[config.mk]
export PLATFORM = sky130hd
export DESIGN_NAME = exec_pipe_reg
export DESIGN_NICKNAME = d
export VERILOG_FILES = /design/src/rtl/exec_pipe_pkg.sv /design/src/rtl/exec_bundle_slot.sv /design/src/rtl/exec_pipe_reg.sv
export SDC_FILE = /design/constraint.sdc
export NUM_CORES = 1
export LEC_CHECK = 0
export CORE_AREA = 2 2 178 180
export DETAILED_ROUTE_END_ITERATION = 16
export DIE_AREA = 0 0 180 182
export HOLD_SLACK_MARGIN = 0.1
export SLEW_MARGIN = 10
export SYNTH_ARGS = -nofsm -noshare
export SYNTH_HDL_FRONTEND = slang
export SYNTH_SLANG_ARGS = --single-unit
[constraint.sdc]
create_clock -name clk -period 1.95 [get_ports clk]
set_clock_uncertainty 0.2 [all_clocks]
set_input_delay 0.39 -clock clk [delete_from_list [all_inputs] [get_ports clk]]
set_output_delay 0.39 -clock clk [all_outputs]
set_load 0.05 [all_outputs]
[src/rtl/exec_pipe_pkg.sv]
// Shared constants and bundle layout for the decode-to-execute pipeline register.
// The struct uses the default widths (64-bit words, 4-bit register IDs).
package exec_pipe_pkg;

    localparam logic [2:0] SAOK  = 3'd1;
    localparam logic [3:0] INOP  = 4'd1;
    localparam logic [3:0] RNONE = 4'hF;

    typedef struct packed {
        logic [2:0]  stat;
        logic [3:0]  icode;
        logic [3:0]  ifun;
        logic [63:0] valC;
        logic [63:0] valA;
        logic [63:0] valB;
        logic [3:0]  dstE;
        logic [3:0]  dstM;
        logic [3:0]  srcA;
        logic [3:0]  srcB;
    } exec_bundle_t;

    function automatic exec_bundle_t nop_bundle();
        exec_bundle_t b;
        b = '{stat: SAOK, icode: INOP, ifun: 4'd0, valC: 64'd0, valA: 64'd0, valB: 64'd0,
              dstE: RNONE, dstM: RNONE, srcA: RNONE, srcB: RNONE};
        return b;
    endfunction

endpackage

[src/rtl/exec_bundle_slot.sv]
// One bundle register: reset and clear force the NOP pattern, load captures d.
// Clear wins over load so a bubble always leaves a NOP behind.
module exec_bundle_slot #(
    parameter int         W       = 1,
    parameter logic [W-1:0] NOP_VAL = '0
) (
    input  logic         clk,
    input  logic         rst_n,
    input  logic         load,
    input  logic         clear,
    input  logic [W-1:0] d,
    output logic [W-1:0] q
);

    always_ff @(posedge clk) begin
        if (!rst_n) begin
            q <= NOP_VAL;
        end else if (clear) begin
            q <= NOP_VAL;
        end else if (load) begin
            q <= d;
        end
    end

endmodule

[src/rtl/exec_pipe_reg.sv]
// Decode-to-execute pipeline register with stall, bubble and a saturating bubble counter.
// Define EXEC_PIPE_REG_SKID_EN for a 2-entry skid version whose in_ready has no path from out_ready.
module exec_pipe_reg
    import exec_pipe_pkg::*;
#(
    parameter int WORD_W = 64,
    parameter int REG_W  = 4,
    parameter int CNT_W  = 16
) (
    input  logic              clk,
    input  logic              rst_n,
    input  logic              in_valid,
    output logic              in_ready,
    input  logic              stall,
    input  logic              bubble,
    output logic              out_valid,
    input  logic              out_ready,
    input  logic [2:0]        D_stat,
    input  logic [3:0]        D_icode,
    input  logic [3:0]        D_ifun,
    input  logic [WORD_W-1:0] D_valC,
    input  logic [WORD_W-1:0] d_valA,
    input  logic [WORD_W-1:0] d_valB,
    input  logic [REG_W-1:0]  d_dstE,
    input  logic [REG_W-1:0]  d_dstM,
    input  logic [REG_W-1:0]  d_srcA,
    input  logic [REG_W-1:0]  d_srcB,
    output logic [2:0]        E_stat,
    output logic [3:0]        E_icode,
    output logic [3:0]        E_ifun,
    output logic [WORD_W-1:0] E_valC,
    output logic [WORD_W-1:0] E_valA,
    output logic [WORD_W-1:0] E_valB,
    output logic [REG_W-1:0]  E_dstE,
    output logic [REG_W-1:0]  E_dstM,
    output logic [REG_W-1:0]  E_srcA,
    output logic [REG_W-1:0]  E_srcB,
    output logic [CNT_W-1:0]  bubble_cnt
);

    // Handshake: a bundle moves in when in_valid & in_ready and out when out_valid & out_ready,
    // both evaluated at the same rising edge; reset, bubble and stall suppress both sides.
    typedef struct packed {
        logic [2:0]        stat;
        logic [3:0]        icode;
        logic [3:0]        ifun;
        logic [WORD_W-1:0] valC;
        logic [WORD_W-1:0] valA;
        logic [WORD_W-1:0] valB;
        logic [REG_W-1:0]  dstE;
        logic [REG_W-1:0]  dstM;
        logic [REG_W-1:0]  srcA;
        logic [REG_W-1:0]  srcB;
    } bundle_t;

    localparam int BW = $bits(bundle_t);

    // Register IDs widen as all-ones so RNONE keeps its meaning at any REG_W.
    localparam bundle_t NOP_B = '{stat: SAOK, icode: INOP, ifun: '0,
                                  valC: '0, valA: '0, valB: '0,
                                  dstE: '1, dstM: '1, srcA: '1, srcB: '1};

    bundle_t d_bundle;
    bundle_t main_d;
    bundle_t main_q;
    logic    full;
    logic    main_load;
    logic    in_fire;
    logic    out_fire;

    assign d_bundle = {D_stat, D_icode, D_ifun, D_valC, d_valA, d_valB,
                       d_dstE, d_dstM, d_srcA, d_srcB};
    assign {E_stat, E_icode, E_ifun, E_valC, E_valA, E_valB,
            E_dstE, E_dstM, E_srcA, E_srcB} = main_q;

    assign out_valid = rst_n & full & ~stall & ~bubble;
    assign in_fire   = in_valid & in_ready;
    assign out_fire  = out_valid & out_ready;

`ifdef EXEC_PIPE_REG_SKID_EN
    logic    skid_full;
    logic    skid_load;
    bundle_t skid_q;

    assign in_ready  = rst_n & ~stall & ~bubble & ~skid_full;
    // A held skid entry is promoted on drain; skid is only ever full when main is full.
    assign main_load = (out_fire & skid_full) | (in_fire & (~full | out_fire));
    assign main_d    = skid_full ? skid_q : d_bundle;
    assign skid_load = in_fire & full & ~out_fire;

    always_ff @(posedge clk) begin
        if (!rst_n) begin
            full      <= 1'b0;
            skid_full <= 1'b0;
        end else if (bubble) begin
            full      <= 1'b0;
            skid_full <= 1'b0;
        end else if (!stall) begin
            if (out_fire) begin
                if (skid_full) begin
                    skid_full <= 1'b0;
                end else begin
                    full <= in_fire;
                end
            end else if (in_fire) begin
                if (full) begin
                    skid_full <= 1'b1;
                end else begin
                    full <= 1'b1;
                end
            end
        end
    end

    exec_bundle_slot #(
        .W       (BW),
        .NOP_VAL (NOP_B)
    ) u_skid_slot (
        .clk   (clk),
        .rst_n (rst_n),
        .load  (skid_load),
        .clear (bubble),
        .d     (d_bundle),
        .q     (skid_q)
    );
`else
    assign in_ready  = rst_n & ~stall & ~bubble & (~full | out_ready);
    assign main_load = in_fire;
    assign main_d    = d_bundle;

    always_ff @(posedge clk) begin
        if (!rst_n) begin
            full <= 1'b0;
        end else if (bubble) begin
            full <= 1'b0;
        end else if (!stall) begin
            if (in_fire) begin
                full <= 1'b1;
            end else if (out_fire) begin
                full <= 1'b0;
            end
        end
    end
`endif

    exec_bundle_slot #(
        .W       (BW),
        .NOP_VAL (NOP_B)
    ) u_main_slot (
        .clk   (clk),
        .rst_n (rst_n),
        .load  (main_load),
        .clear (bubble),
        .d     (main_d),
        .q     (main_q)
    );

    always_ff @(posedge clk) begin
        if (!rst_n) begin
            bubble_cnt <= '0;
        end else if (bubble && (bubble_cnt != '1)) begin
            bubble_cnt <= bubble_cnt + CNT_W'(1);
        end
    end

endmodule

==> impl_results.md, run 1 <==
- Run status: complete, but fails checks
- Failing checks: setup timing
- Port buffer count: 461
- R2R Setup Slk: 0.13 ns
- Via count: 8739
- Largest family of logic cells by synthesized area: simple AND/OR/NAND/NOR gates
- Finished Core Util: 46.5%
- Overall power: 11.1 mW
- Crit Path Category: in2out
- Vias in the first global route: 8299
- CP required: 1.36 ns
- Diode count: 0
- Yosys reg bits: 236
- Setup-failing EPs final: 1
- Worst Path Arrival: 1.37 ns
- Worst Tran Pin Value: 0.404 ns
- Die ar.: 32800 um2
- Synth Area in Simple Gates: 25.4%
- Post-synthesis mux area share: 0.481%
- Fin nets: 1779
- Antenna violations before repair: 1
- Reg2reg path depth: 7
- Maximum VDD drop: 0.657 mV
- Initial Utilization: 26.9%
- GRT Residual Overflow: 0
- Layout cells sized above 1: 24.9%
- Area leader, netlist: dfxtp_1
- Yosys warns: 0
- Max cap viols: 0
- DRT iter0 DRCs: 401
- Clk buf depth: 3
- Syn Std Cell Area: 8330 um2
- Hold path cells: 4
- Setup TNS: -0.0121 ns
- Synth cell types: 36
- Asr flop ratio synth: 0%
- Period utilization: 101%
- Slew Viols, Final: 0
- WL final: 29.8 mm
- Clk_lat worst skew: 0.52 ns
- Main synth FF type: dfxtp_1
- DRC: 0
- Pwr Density: 772 nW/um2
- Pin count of the biggest net entering global routing: 61
- Chip Width: 180 um
- Worst hold path class: in2reg
- Final Wtd Congestion: 0.851
- Area Overhead vs Synth: 73.1%
- EDFF count, synth: 0
- TritonCTS Buffers: 27
- Post-synth top area share: 56.7%
- Synth top area cells: dfxtp_1 (57%), nand2_1 (20%), a21oi_1 (13%)
- Hold Violations, Final: 0
- DP Wirelength: 22.5 mm
- Core area: 31000 um2
- CP max FO: 2
- Setup crit start kind: primary input
- CTS tree: built
- Register area share after synthesis: 56.7%
- Fin crit period: 1.96 ns
- Pleak: 5.66 nW
- Total track usage: 17.1%
- Adder-cell share of the synthesized area: 0.150%
- Crit end category: primary output
- Xor/xnor share of the synthesized area: 0%
- Root Driver: clkbuf_16
- H-tree depth: 1
- Worst setup slack after layout: -0.0121 ns
- Highest clock rate: 510 MHz
- Post-CTS Hold Buffers: 0
- Post-route ant nets: 0
- Vias per cell: 4.43
- Worst-path clk slew: 0.06 ns
- First-pass GRT wire length: 45.5 mm
- Row Count: 65
- Die Span Y: 182 um
- I/O pin count: 462
- Synth Instances: 1059
- Mapped Nets: 1285
- RSZ-0062 raised after global routing: true
- Syn Area/Cell: 7.86 um2
- Slew HR: 72.7%
- Clock sink count: 236
- Routed wire per std cell: 15.1 um
- TritonRoute pass-1 iters: 5
- Synth Area in Compound Gates: 13.5%
[flip-flops by register name (all words and copies together) (netlist names)]
register,cells
u_main_slot.q,219
bubble_cnt,16
full,1
[cells in the mapped netlist (all sizes together) (2+ instances only)]
cell    number
nand2      448
dfxtp      236
a21oi      208
clkbuf      57
nand3       26
buf         19
nor2        10
nand2b       5
o21ai        5
and3         4
mux2i        4
nand4        4
or4          4
nor2b        3
nor3         3
nor4         3
and4         2
inv          2
nor3b        2
o31ai        2
o41ai        2
[metrics by stage]
stage,hold slack (ns),setup WS [ns],instance area (um2),std cells
3_5_place_dp,0.247,-0.331,13400,1923
6_report,0.124,-0.0121,14400,1973
3_3_place_gp,0.243,-0.338,13400,1923
2_1_floorplan,0.258,-0.167,8360,1059
5_1_grt,0.132,-0.0714,14400,1973
4_1_cts,0.176,-0.0175,14400,1973
[cell type report]
| class | count | area, um2 |
|---|---|---|
| fillers | 3057 | 16600 |
| repair buffers | 541 | 4890 |
| flip-flops and latches | 236 | 4750 |
| multi-input cells | 744 | 3350 |
| clock buffers | 40 | 825 |
| well taps | 402 | 503 |
| clock inverters | 7 | 91.3 |
| inverters | 3 | 11.3 |
[what timing repair did]
item	in CTS	in global routing
pin swaps	1	4
endpoints found under the hold margin	0	0
buffers inserted	3	0
endpoints found under the setup margin	2	4
gates resized for setup	7	6
[power breakdown]
part	internal [mW]	switching [mW]	total, mW
Combinational	0.585	0.475	1.06
Sequential	4.87	0.0227	4.89
Clock	3.17	2.01	5.17
Total	8.62	2.51	11.1
[per-layer routing]
layer	global-route usage (%)	share of wire [%]	vias to the layer above	routed length, um
met2	29.5	49	273	14700
li1	-	-	4440	-
met1	20.5	41	3965	12200
met5	0	0.044	-	13
met3	4.49	6.7	59	1990
met4	5.76	3.1	2	909
[path summary, 6_finish.rpt]
check / to / start
max: in_ready / out_ready
min: u_main_slot.q[12] / bubble
max reg2reg: bubble_cnt[0] / bubble_cnt[0]
min reg2reg: u_main_slot.q[174] / u_main_slot.q[174]
[kinds of logic after synthesis]
logic type	Yosys count
DFF	236
adders and majority gates	1
AOI/OAI and AO/OA	220
buffers and inverters	79
muxes	4
and+or+nand+nor	519
[worst max-delay path, stage by stage]
cell and delay [ns]:
clkdlybuf4s50_1 0.46, nand2b_1 0.12, nor3b_4 0.23, buf_12 0.17
[placed cells by master, fill, tap and decap left out, types with 3 or more instances in the layout]
master           synthesis  final
a21oi_1                208    208
buf_12                   0     21
nor2b_1                  3      3
clkbuf_8                 0     10
nor2_1                  10     10
nand2_1                447    447
o21ai_0                  4      4
nand2b_1                 5      4
nand3_1                 24     23
nor3_1                   3      3
or4_1                    4      4
buf_4                    0    294
clkdlybuf4s50_1          0    221
mux2i_1                  4      4
clkbuf_1                57      3
nand4_1                  4      4
and3_1                   4      3
dfxtp_2                  0     17
dfxtp_1                236    219
clkinv_2                 0      4
clkbuf_16                0     27
(Power assumes the default switching activity.)
==> inputs of run 2 (changes only) <==
--- a/config.mk
+++ b/config.mk
@@ -9,6 +9,7 @@
 export DETAILED_ROUTE_END_ITERATION = 16
 export DIE_AREA = 0 0 180 182
 export HOLD_SLACK_MARGIN = 0.1
+export SETUP_SLACK_MARGIN = 0.02
 export SLEW_MARGIN = 10
 export SYNTH_ARGS = -nofsm -noshare
 export SYNTH_HDL_FRONTEND = slang
==> impl_results.md, run 2 (synthesis results as in run 1) <==
- Run status: complete, but fails checks
- Failing checks: setup timing
- RSZ-0062 raised after global routing: true
- CP required: 1.36 ns
- Chip Width: 180 um
- Slew HR: 72.4%
- Total track usage: 17.1%
- Worst setup slack after layout: -0.0117 ns
- Diode count: 0
- R2R Setup Slk: 0.11 ns
- Clk_lat worst skew: 0.52 ns
- Vias in the first global route: 8299
- Post-route ant nets: 0
- Reg2reg path depth: 7
- Port buffer count: 461
- Maximum VDD drop: 0.659 mV
- Post-CTS Hold Buffers: 0
- Via count: 8764
- Final Wtd Congestion: 0.851
- CTS tree: built
- Crit Path Category: in2out
- Setup TNS: -0.0117 ns
- CP Capture Point: in_ready
- Worst-path clk slew: 0.06 ns
- Slew Viols, Final: 0
- Largest reg by FF count: u_main_slot.q
- TritonCTS Buffers: 27
- Pin count of the biggest net entering global routing: 61
- Largest register FFs: 219
- Hold Violations, Final: 0
- GRT Residual Overflow: 0
- Most frequent cells in the layout: nand2_1 (447), buf_4 (296), clkdlybuf4s50_1 (221)
- Worst hold path class: in2reg
- Finished Core Util: 46.6%
- Row Count: 65
- DRC: 0
- Crit end category: primary output
- H-tree depth: 1
- I/O pin count: 462
- Layout cells sized above 1: 25.0%
- Post-Layout Cell Count: 1975
- Antenna violations before repair: 1
- CP max FO: 2
- DP Wirelength: 22.5 mm
- Core area: 31000 um2
- Die Span Y: 182 um
- Fin crit period: 1.96 ns
- Period utilization: 101%
- Setup-failing EPs final: 1
- Highest clock rate: 510 MHz
- Routed wire per std cell: 15.1 um
- Pwr Density: 771 nW/um2
- Most common cell after layout, fill and taps aside: nand2_1
- Fin nets: 1781
- Worst Path Arrival: 1.37 ns
- Reg2reg start: bubble_cnt[0]
- Worst Tran Pin Value: 0.408 ns
- Area Overhead vs Synth: 73.3%
- Setup crit start kind: primary input
- Root Driver: clkbuf_16
- WL final: 29.8 mm
- DRT iter0 DRCs: 409
- Critical Path Source: out_ready
- First-pass GRT wire length: 45.5 mm
- Initial Utilization: 26.9%
- Placement Setup Slack: -0.331 ns
- Placed insts: 1923
- Clock sink count: 236
- Pleak: 5.67 nW
- Max cap viols: 0
- Clk buf depth: 3
- Die ar.: 32800 um2
- Reg2reg end: bubble_cnt[0]
- Hold Slack: 0.125 ns
- Vias per cell: 4.44
- TritonRoute pass-1 iters: 5
- Biggest regs: u_main_slot.q x219, bubble_cnt x16, full x1
run 2: cell types whose count changed in the layout (fill, tap and decap cells not counted):
cell / previous run / this run
ha_2: 1 / 0
buf_4: 294 / 296
nor4b_1: 1 / 0
ha_1: 0 / 1
nor4b_2: 0 / 1
run 2: worst max-delay path: stages:
cell	delay (ns)
clkdlybuf4s50_1	0.46
nand2b_1	0.12
nor3b_4	0.23
buf_12	0.17
run 2: final cells by class:
cell class | instances | area, um2
Multi-Input combinational cell | 744 | 3350
Clock inverter | 7 | 91.3
Inverter | 3 | 11.3
Timing Repair Buffer | 543 | 4900
Sequential cell | 236 | 4750
Clock buffer | 40 | 825
Fill cell | 3055 | 16600
Tap cell | 402 | 503
run 2: worst min path at each step:
stage                            startpoint                  to  slack (ns)  depth (start not counted)
after floorplan                        full                full        0.26                          2
after global placement    u_main_slot.q[88]   u_main_slot.q[88]        0.24                          2
after detailed placement  u_main_slot.q[57]   u_main_slot.q[57]        0.25                          2
after CTS                        d_valA[58]  u_main_slot.q[138]        0.18                          3
after global routing                 bubble   u_main_slot.q[12]        0.13                          4
final                                bubble   u_main_slot.q[12]        0.12                          4
run 2: metal layers:
layer	up-vias	share of wire (%)	wire, um	global-route usage [%]
met4	2	3.0	886	5.76
met5	-	0.044	13	0
met3	57	6.8	2030	4.49
li1	4448	-	-	-
met2	278	49	14700	29.5
met1	3979	41	12200	20.5
run 2: timing repair:
item / in CTS / in global routing
pin swaps: 1 / 3
buffers inserted: 3 / 2
resized for setup: 7 / 6
setup endpoints to repair: 2 / 6
run 2: through the flow:
stage,cell area (um2),power (mW)
final,14400,11.1
after global placement,13400,6.05
after detailed placement,13400,6.05
after global routing,14400,11.6
after floorplan,8360,5.36
after CTS,14400,11.3
run 2: power by group:
part           leakage (nW)  switching, mW  total, mW  internal, mW
clock                 0.458           2.01       5.18          3.17
sequential             1.91         0.0225       4.89          4.87
combinational          3.30          0.475       1.06         0.585
total                  5.67           2.51       11.1          8.62
==> inputs of run 3 (changes only) <==
--- a/config.mk
+++ b/config.mk
@@ -5,6 +5,7 @@
 export SDC_FILE = /design/constraint.sdc
 export NUM_CORES = 1
 export LEC_CHECK = 0
+export CAP_MARGIN = 10
 export CORE_AREA = 2 2 178 180
 export DETAILED_ROUTE_END_ITERATION = 16
 export DIE_AREA = 0 0 180 182
==> constraint.sdc (replaced) <==
create_clock -name clk -period 1.95 [get_ports clk]
set_clock_uncertainty 0.2 [all_clocks]
set_input_delay 0.39 -clock clk [delete_from_list [all_inputs] [get_ports clk]]
set_output_delay 0.39 -clock clk [all_outputs]
set_load 0.1 [all_outputs]
==> impl_results.md, run 3 (synthesis results as in run 1) <==
- Layout cells sized above 1: 25.0%
- DP Wirelength: 23.8 mm
- Max cap viols: 0
- Reg2reg path depth: 5
- Vias per cell: 4.46
- Area Overhead vs Synth: 110%
- Final Wtd Congestion: 0.775
- Post-route ant nets: 0
- Core area: 31000 um2
- Most frequent cells in the layout: nand2_1 (447), buf_12 (255), clkdlybuf4s50_1 (220)
- TritonRoute pass-1 iters: 6
- Port buffer count: 461
- Worst Tran Pin Value: 0.395 ns
- Reg2reg end: bubble_cnt[14]
- Initial Utilization: 26.9%
- Setup crit start kind: register
- Crit end category: primary output
- Maximum VDD drop: 0.630 mV
- Worst-path cell chain: nand2b_4, nor3b_4, buf_12
- R2R Setup Slk: 0.15 ns
- Hold path startpoint: d_valB[4]
- DRT iter0 DRCs: 463
- Worst setup slack after layout: -0.0339 ns
- I/O pin count: 462
- Post-CTS Hold Buffers: 0
- Multi-input gate area in the final layout: 3380 um2
- DR top layer: met4
- Highest clock rate: 504 MHz
- CP max FO: 3
- Period utilization: 102%
- CP peak stage delay: 0.34 ns
- Reg2reg start: bubble_cnt[0]
- Fraction of power spent switching nets: 23.1%
- Hold Violations, Final: 0
- Logic pwr share: 11.1%
- GRT Residual Overflow: 0
- Die ar.: 32800 um2
- Slew Viols, Final: 0
- Worst hold path class: in2reg
- Int Pwr: 9.22 mW
- DRC: 0
- Run status: complete, but fails checks
- Via count: 8806
- Hold path cells: 3
- Buf/Inv on CP: 1
- Pin count of the biggest net entering global routing: 80
- Fin nets: 1776
- RSZ-0062 raised after global routing: true
- Largest reg by FF count: u_main_slot.q
- Worst path slowest cell: dfxtp_2
- Setup-failing EPs final: 1
- TritonCTS Buffers: 29
- DR WL met3: 2.50 mm
- Clock sink count: 236
- Reg power frac: 40.8%
- Most common cell after layout, fill and taps aside: nand2_1
- WL final: 31.4 mm
- Slew HR: 73.4%
- CTS tree: built
- Fin crit period: 1.98 ns
- Placement Setup Slack: -0.358 ns
- Failing checks: setup timing
- Worst-path clk slew: 0.06 ns
- Chip Width: 180 um
- Metal-1 WL: 11.9 mm
- Clk_lat worst skew: 0.54 ns
- Worst Path Arrival: 1.39 ns
- Die Span Y: 182 um
- Biggest regs: u_main_slot.q x219, bubble_cnt x16, full x1
- Largest register FFs: 219
- WHS Endpoint: u_main_slot.q[20]
- Fillers: 2630
- DR WL met2: 15.8 mm
- Crit-path leading delay family: flip-flops
- Sequential cell area: 4790 um2
- Overall power: 12.0 mW
- H-tree depth: 1
- Switching pwr: 2.77 mW
- CP required: 1.36 ns
- Total track usage: 18.5%
- Pleak: 6.39 nW
- Vias in the first global route: 8613
- Root Driver: clkbuf_16
- Routed wire per std cell: 15.9 um
- Critical Path Source: full
- First-pass GRT wire length: 48.9 mm
- Row Count: 65
- Crit Path Category: reg2out
- Clk pwr share: 48.1%
- Clk buf depth: 3
- Antenna violations before repair: 1
- Pwr Density: 685 nW/um2
## run 3: cell count changes in the layout (fill, tap and decap cells not counted), sizes merged, moves of 2 or more
cell	delta
dlygate4sd2	+2
bufinv	+2
buf	-7
clkinv	+3
## run 3: what timing repair did
action	in CTS	in global routing
endpoints found under the setup margin	2	3
gates resized for setup	10	2
setup buffers	2	0
pin swaps	2	0
## run 3: worst register-to-register path, delay by kind of cell, from the launching register on
family	cells	cell delay, ns
simple gates	3	0.83
flops	1	0.39
fa+ha+maj	1	0.17
compound gates	1	0.14
## run 3: worst max-delay path by stage
| stage | to | cells after the start |
|---|---|---|
| floorplan | out_valid | 4 |
| global placement | bubble_cnt[10] | 6 |
| detailed placement | bubble_cnt[10] | 6 |
| CTS | in_ready | 3 |
| global route | in_ready | 3 |
| finish | in_ready | 3 |
## run 3: per-layer routing
metal | vias to the layer above | track usage (%)
li1 | 4429 | -
met4 | 0 | 7.06
met5 | - | 0
met3 | 64 | 5.96
met2 | 323 | 32.3
met1 | 3990 | 20.9
## run 3: layout make-up
class                      count  area share [%]
timing repair buffer         536            44.4
sequential                   236            27.3
multi-input combinational    744            19.3
clock buffer                  41            5.10
tap                          402            2.87
clock inverter                11           0.886
inverter                       3          0.0643
antenna                        1          0.0143
## run 3: through the flow
step	instance area, um2	TNS (ns)	utilization, %	hold WS [ns]	std cells
2_1_floorplan	8460	-0.542	-	0.264	1059
3_3_place_gp	16400	-51.77	53.0	0.278	1919
3_5_place_dp	16400	-54.23	53.0	0.283	1919
4_1_cts	17500	-0.0562	56.5	0.169	1973
5_1_grt	17500	-0.119	56.5	0.177	1974
6_report	17500	-0.0339	56.5	0.199	1974
## run 3: power by group through the flow
stage,Combinational (mW),Clock [mW],Sequential (mW)
global route,1.40,6.14,4.90
floorplan,0.223,0,5.29
CTS,1.33,5.93,4.90
detailed placement,1.32,0,5.00
finish,1.33,5.77,4.90
global placement,1.32,0,5.00
